### config.mk
export PLATFORM = sky130hd
export DESIGN_NAME = irq_req_collector
export DESIGN_NICKNAME = d
export VERILOG_FILES = /design/src/rtl/irq_pkg.sv /design/src/rtl/irq_edge_det.sv /design/src/rtl/irq_req_collector.sv
export SDC_FILE = /design/constraint.sdc
export NUM_CORES = 1
export LEC_CHECK = 0
export ABC_AREA = 1
export BUFFER_PORTS_ARGS = -buffer_cell sky130_fd_sc_hd__buf_2
export CORE_MARGIN = 4
export CORE_UTILIZATION = 52
export DETAILED_ROUTE_END_ITERATION = 10
export PLACE_DENSITY = 0.89
export SETUP_SLACK_MARGIN = 0.1
export SLEW_MARGIN = 5
export SYNTH_ARGS = -nofsm -noshare
export SYNTH_HDL_FRONTEND = slang
export SYNTH_HIERARCHICAL = 1
export SYNTH_SLANG_ARGS = --single-unit
### constraint.sdc
create_clock -name clk -period 1.6 [get_ports clk]
set_input_delay 0.16 -clock clk [delete_from_list [all_inputs] [get_ports clk]]
set_output_delay 0.16 -clock clk [all_outputs]
set_load 0.01 [all_outputs]
### src/rtl/irq_pkg.sv
// Shared definitions for the request collector: channel sizing, FSM states and a
// 2->4 one-hot decoder.
package irq_pkg;

   localparam int unsigned IRQ_CH   = 4;
   localparam int unsigned IRQ_IDXW = 2;

   typedef enum logic [0:0] {
      IRQ_IDLE,
      IRQ_HOLD
   } irq_state_e;

   // Decode a channel index into a single-bit mask.
   function automatic logic [IRQ_CH-1:0] irq_onehot(input logic [IRQ_IDXW-1:0] idx);
      logic [IRQ_CH-1:0] res;
      res      = '0;
      res[idx] = 1'b1;
      return res;
   endfunction

endpackage

### src/rtl/irq_edge_det.sv
// Rising-edge detector for the raw request lines.
// Optional feature: define IRQ_SYNC_EN to insert a 2-flop synchronizer ahead of
// the edge detector (adds two cycles of latency).
module irq_edge_det
   import irq_pkg::*;
(
   input  logic              clk,
   input  logic              rst,
   input  logic [IRQ_CH-1:0] req,
   output logic [IRQ_CH-1:0] rise
);

   logic [IRQ_CH-1:0] req_s;
   logic [IRQ_CH-1:0] req_q;

`ifdef IRQ_SYNC_EN
   logic [IRQ_CH-1:0] sync1_q;
   logic [IRQ_CH-1:0] sync2_q;

   // Two-stage synchronizer for requests from another clock domain.
   always_ff @(posedge clk or posedge rst) begin
      if (rst) begin
         sync1_q <= '0;
         sync2_q <= '0;
      end else begin
         sync1_q <= req;
         sync2_q <= sync1_q;
      end
   end

   assign req_s = sync2_q;
`else
   assign req_s = req;
`endif

   // Previous-cycle request level; resets to 0 so a line high at release is an event.
   always_ff @(posedge clk or posedge rst) begin
      if (rst) begin
         req_q <= '0;
      end else begin
         req_q <= req_s;
      end
   end

   assign rise = req_s & ~req_q;

endmodule

### src/rtl/irq_req_collector.sv
// Four-channel request collector feeding a 4-to-2 priority encoder. Captures
// request edges into a pending register, presents a frozen masked snapshot on
// d_out, and clears the channel the encoder selects when ack is given.
// Optional feature: IRQ_SYNC_EN (see irq_edge_det).
module irq_req_collector
   import irq_pkg::*;
(
   input  logic                clk,
   input  logic                rst,
   input  logic [IRQ_CH-1:0]   req,
   input  logic [IRQ_CH-1:0]   mask,
   input  logic [IRQ_IDXW-1:0] sel,
   input  logic                ack,
   output logic [IRQ_CH-1:0]   d_out,
   output logic                vld,
   output logic [IRQ_IDXW-1:0] served,
   output logic                err
);

   irq_state_e          state_q, state_d;
   logic [IRQ_CH-1:0]   rise;
   logic [IRQ_CH-1:0]   pend_q;
   logic [IRQ_CH-1:0]   snap_q;
   logic [IRQ_CH-1:0]   elig;
   logic [IRQ_CH-1:0]   clr;
   logic [IRQ_IDXW-1:0] served_q;
   logic                err_q;
   logic                take;
   logic                hit;

   irq_edge_det u_edge_det (
      .clk  (clk),
      .rst  (rst),
      .req  (req),
      .rise (rise)
   );

   assign elig = pend_q & ~mask;
   assign take = (state_q == IRQ_HOLD) && ack;
   assign hit  = snap_q[sel];

   // Clear only the acknowledged channel, and only if it was really in the snapshot.
   always_comb begin
      clr = '0;
      if (take && hit) begin
         clr = irq_onehot(sel);
      end
   end

   // State register.
   always_ff @(posedge clk or posedge rst) begin
      if (rst) begin
         state_q <= IRQ_IDLE;
      end else begin
         state_q <= state_d;
      end
   end

   // Next-state logic: present when anything unmasked is pending, release on ack.
   always_comb begin
      state_d = state_q;
      unique case (state_q)
         IRQ_IDLE: if (|elig) state_d = IRQ_HOLD;
         IRQ_HOLD: if (ack)   state_d = IRQ_IDLE;
      endcase
   end

   // Output decode: snapshot is only driven while holding.
   always_comb begin
      d_out = '0;
      vld   = 1'b0;
      if (state_q == IRQ_HOLD) begin
         d_out = snap_q;
         vld   = 1'b1;
      end
   end

   // Pending events; a new edge wins over a same-cycle clear so nothing is lost.
   always_ff @(posedge clk or posedge rst) begin
      if (rst) begin
         pend_q <= '0;
      end else begin
         pend_q <= (pend_q & ~clr) | rise;
      end
   end

   // Snapshot is taken on leaving IDLE and frozen for the whole HOLD.
   always_ff @(posedge clk or posedge rst) begin
      if (rst) begin
         snap_q <= '0;
      end else if ((state_q == IRQ_IDLE) && (|elig)) begin
         snap_q <= elig;
      end
   end

   // Served index and error pulse from the acknowledge outcome.
   always_ff @(posedge clk or posedge rst) begin
      if (rst) begin
         served_q <= '0;
         err_q    <= 1'b0;
      end else begin
         err_q <= take && !hit;
         if (take && hit) begin
            served_q <= sel;
         end
      end
   end

   assign served = served_q;
   assign err    = err_q;

endmodule

## Word level (Yosys, flattened, before mapping)

Index checks and enable logic that the tools add are counted.

| storage, ports and cells | value |
|---|---|
| flip-flop bits (word level) | 16 |
| word-level logic and storage cells | 33 |

| operators by class | value |
|---|---|
| order comparisons | 2 |
| bitwise logic cells | 8 |
| multiplexer cells | 10 |
| reductions and logical operators | 7 |

Operator list:

| cell | count |
|---|---|
| 4-bit bitwise AND | 3 |
| 4-bit inverter | 3 |
| 4-bit 2-to-1 mux | 2 |
| 1-bit logical AND | 5 |
| 1-bit 2-to-1 mux | 5 |
| 4-bit bitwise OR | 1 |
| 4-bit OR reduction | 1 |
| 2-bit by 3-bit < comparator with 1-bit output, second input constant | 1 |
| 1-bit binary-select mux with 2-bit select | 1 |
| 1-bit demux with 2-bit select | 1 |
| 2-bit by 1-bit >= comparator with 1-bit output, second input constant | 1 |
| 1-bit case mux with 2 select lines | 1 |
| 1-bit zero test | 1 |
| 1-bit inverter | 1 |

## Logic depth before layout (Yosys ltp)

| depth | value |
|---|---|
| depth after elaboration | 8 |
| depth in mapped cells | 8 |

## Cells and area by module

Netlist, hierarchy kept.

By module, submodules not included:

| module | sequential area each (µm²) | cells an instance | area an instance (µm²) | times used |
|---|---|---|---|---|
| irq_req_collector | 300.3 | 81 | 595.6 | 1 |
| irq_edge_det | 100.1 | 13 | 143.9 | 1 |

## Least setup slack after synthesis

OpenSTA, ideal clock, no wires.

| path | value |
|---|---|
| path kind | register to register |
| start | register state_q |
| end | register pend_q[0] |
| buffers on the path | 0 |
| clock period less this slack | 0.980 ns |
| data arrival time | 0.864 ns |
| slack | 0.620 ns |
| cell stages (with the launch flop) | 6 |
| path through | dfrtp_1 nand2_1 inv_1 nand3_1 nand2_1 nand2_1 |

| on the way | value |
|---|---|
| word-level cells in the longest chain between the ends | 6 |

Ends and longest elaborated chain:

| what | line | RTL |
|---|---|---|
| start, declared | irq_req_collector.sv:20 | `irq_state_e state_q, state_d;` |
| start signal, assigned | irq_req_collector.sv:55 | `state_q <= state_d;` |
| 1-bit logical AND | irq_req_collector.sv:39 | `assign take = (state_q == IRQ_HOLD) && ack;` |
| 1-bit logical AND | irq_req_collector.sv:45 | `if (take && hit) begin` |
| 4-bit 2-to-1 mux | irq_req_collector.sv:45 |  |
| 4-bit inverter | irq_req_collector.sv:83 | `pend_q <= (pend_q & ~clr) \| rise;` |
| 4-bit bitwise AND | irq_req_collector.sv:83 |  |
| 4-bit bitwise OR | irq_req_collector.sv:83 |  |
| end signal, assigned | irq_req_collector.sv:83 |  |
| end, declared | irq_req_collector.sv:22 | `logic [IRQ_CH-1:0] pend_q;` |

Every way passes these cells.
A chain may end at the register's enable or synchronous reset.

## Worst setup path in the final report

| path | value |
|---|---|
| start | register state_q |
| end | output d_out[3] |

| on the way | value |
|---|---|
| word-level cells in the longest chain between the ends | 1 |

Ends and longest elaborated chain:

| what | line | RTL |
|---|---|---|
| 4-bit 2-to-1 mux | irq_req_collector.sv:72 | `if (state_q == IRQ_HOLD) begin` |
| end, declared | irq_req_collector.sv:14 | `output logic [IRQ_CH-1:0] d_out,` |

Every way passes these cells.

==> results.env <==
GRT_PASS1_VIAS=594
FIN_SETUP_TNS_PS=0
SYNTH.FF_LATCH_COUNT=16
DIE_AREA_SQ_MM=0.002089
ROUTE.DETAILED.WL_PER_INST_MICRONS=10.42
CLK_TRANSITION_REPORTED_PATHS_PS=90
START_KIND='register'
TIMING_HOLD_VIOLATIONS_FINAL=0
WORSTMARGINPINSLEW_PS=468.6
POST_SYNTH_NUM_CELL_TYPES=12
CRIT_REQUIRED_PS=1440
STATUS='finished, final reports clean'
CTS_TREE='built'
GRT_REMAINING_OVERFLOW=0
ROUTE.DETAILED.DRC=0
ARRIVAL_PS=970
ANT_NETS=0
DETAILED_ROUTE_ITER0_VIOLATIONS=19
CLOCK_LATENCY_OF_THE_LATER_CLOCKED_REGISTER_IN_THE_WORST_SKEW_PAIR_PS=270
WORST_SETUP_PATH_END_KIND='output pin'
CLK_PATH_BUF_DEPTH=2
WORST_CLOCK_SKEW_PS=2.566
GRT_SETUP_UNREPAIRED='false'
INITIAL_CORE_UTIL_PCT=56.13
MAX-VDD-IR-DROP_mV=0.7760
VIAS=628
POST-CTS-SETUP-BUFFER-COUNT=0
FILLERINSTANCES=109
BUFFER_PORTS.INSERTED=20
GLOBALPLACE.CONGESTION=0.8609
WL_MICRONS=1428
SETUP-VIOLATIONS-FINAL=0
ANTENNA-DIODE-COUNT=0
GRT_USE_TOTAL_PCT=15.52
TOP_LEVEL_I_O_COUNT=21
MAX_CAP_VIOL_COUNT=0
HOLD_PATH.CLASS='input port to register'
GRT_START_MAX_NET_PINS=13
DRTPASS1ITERATIONS=4
LEAKAGEPOWER_nW=0.5695
PWR_DENSITY_CELL_mW_PER_MM2=1346
FIN_NETS=137
DRIVE_ABOVE_1_SHARE_PCT=26.23
NETLIST_AREA_BEFORE_PLACEMENT_SQ_UM=739.5
DIE_WIDTH_MICRONS=45.71
TIMING.FMAX_MHz=883.6
SLEW_HEADROOM_PCT=68.73
SYN-MEAN-INSTANCE-AREA_SQ_UM=7.867
GRT_PASS1_WL_MICRONS=2339
TRITONCTS_NUM_SINKS=16
TOTAL_POWER_mW=1.253
CTS.ROOT.BUFFER_CELL='clkbuf_4'
CRITICALPATHCATEGORY='register to output pin'
CTS_REPAIR_RESIZE_COUNT=0
SYNTH_SEQ_AREA_SHARE_PCT=54.15
SYNTH_FP_NETS=107
TIMING.FINAL.CRIT_SHARE_PCT=70.74
VIAS_PER_CELL=4.584
AREA_DELTA_SYNTH_FINAL_PCT=25.89
LAYOUT_MIN_CYCLE_TIME_PS=1132
NUMBER_OF_ANTENNA_VIOLATIONS_AT_THE_FIRST_CHECK_IN_GLOBAL_ROUTING=0
COREAREA_SQ_MM=0.001318
STD_CELL_ROWS=13
CTS-HTREE-LEVELS=1
SYNTH.YOSYS.WARNINGS=6
DETAILEDPLACEMENTHPWL_MICRONS=1130
TRITONCTS.NUM_BUFFERS=3
CP_MAX_FO=7
MAXSLEWVIOLCOUNT=0
DIE_Y_MICRONS=45.71
SYN-INSTANCE-COUNT=94
==> synthesized netlist by cell type <==
library cell   n  area [sq um]
dfrtp_1       16         400.4
inv_1         22         82.58
inv_2          1         3.750
nand2_1       31         116.4
nand2_2        2         12.51
nand2_4        2         22.52
nand3_1        4         20.02
nand4_1        1         6.260
nor2_1         4         15.01
nor2_2         4         25.02
o21ai_0        5         25.02
o21ai_1        2         10.01
==> registers in the layout, summed over array words and instances, names as in the netlist <==
signal,flops
state_q,1
snap_q,4
pend_q,4
u_edge_det/req_q,4
served,2
err,1
==> power breakdown <==
group	switching, mW	internal (mW)
combinational	0.271	0.179
clock	0.114	0.0871
sequential	0.0862	0.517
==> cell type report <==
cell class              count  area (sq um)  share of cell area (%)
flip-flops and latches     16         400.4                   43.01
repair buffers             25         150.1                   16.13
well taps                  15         18.77                   2.016
clock buffers               3         22.52                   2.419
multi-input cells          55         252.7                   27.15
inverters                  23         86.33                   9.274
==> per-stage QoR <==
stage	worst slack, ps	util, %	hold WS (ps)	cells	cell area [sq um]
after floorplan	619.9	-	-73.92	94	739.5
after global placement	605.5	65.15	49.51	129	858.3
after detailed placement	561.6	65.15	58.14	129	858.3
after CTS	451.8	69.90	0.5806	136	920.9
after global routing	394.8	70.66	81.16	137	930.9
final	468.2	70.66	91.90	137	930.9
==> layout by cell type (no fill, tap or decap), drive strengths merged <==
cell          n
nand2        35
inv          23
buf          20
dfrtp        16
nor2          8
o21ai         7
dlygate4sd3   5
nand3         4
clkbuf        3
nand4         1
==> routing by layer <==
metal	routed length, microns	share of wire [%]	GRT usage (%)	vias to the layer above
li1	-	-	-	328
met1	583	41	18.45	276
met2	730	51	27.58	22
met3	108	7.6	3.162	2
met4	6	0.42	5.114	0
met5	0	0	0	-
==> path summary, 6_finish.rpt <==
kind	from	endpoint	slack, ps	cells past startpoint
worst min register to register	pend_q[3]	pend_q[3]	480	2
max in group asynchronous	rst	snap_q[1]	840	3
worst max register to register	state_q	pend_q[1]	560	5
min in group asynchronous	rst	u_edge_det/req_q[2]	300	3
worst max-delay path	state_q	d_out[3]	470	3
worst min-delay path	ack	state_q	90	2
==> logic make-up (layout without fill, tap and decap cells) <==
group	count (synthesis)	count (layout)	synth area share (%)
simple gates	48	48	29.44
buf+inv	23	51	11.67
flops	16	16	54.14
compound gates	7	7	4.737
==> what timing repair did <==
action,CTS,global route
setup endpoints to repair,0,0
endpoints found under the hold margin,19,1
hold buffers,4,1
==> worst max-delay path: stages, from the launching register on <==
cell	delay, ps
dfrtp_1	450
nand2_1	90
inv_1	30
buf_2	120
(Power assumes the default switching activity.)
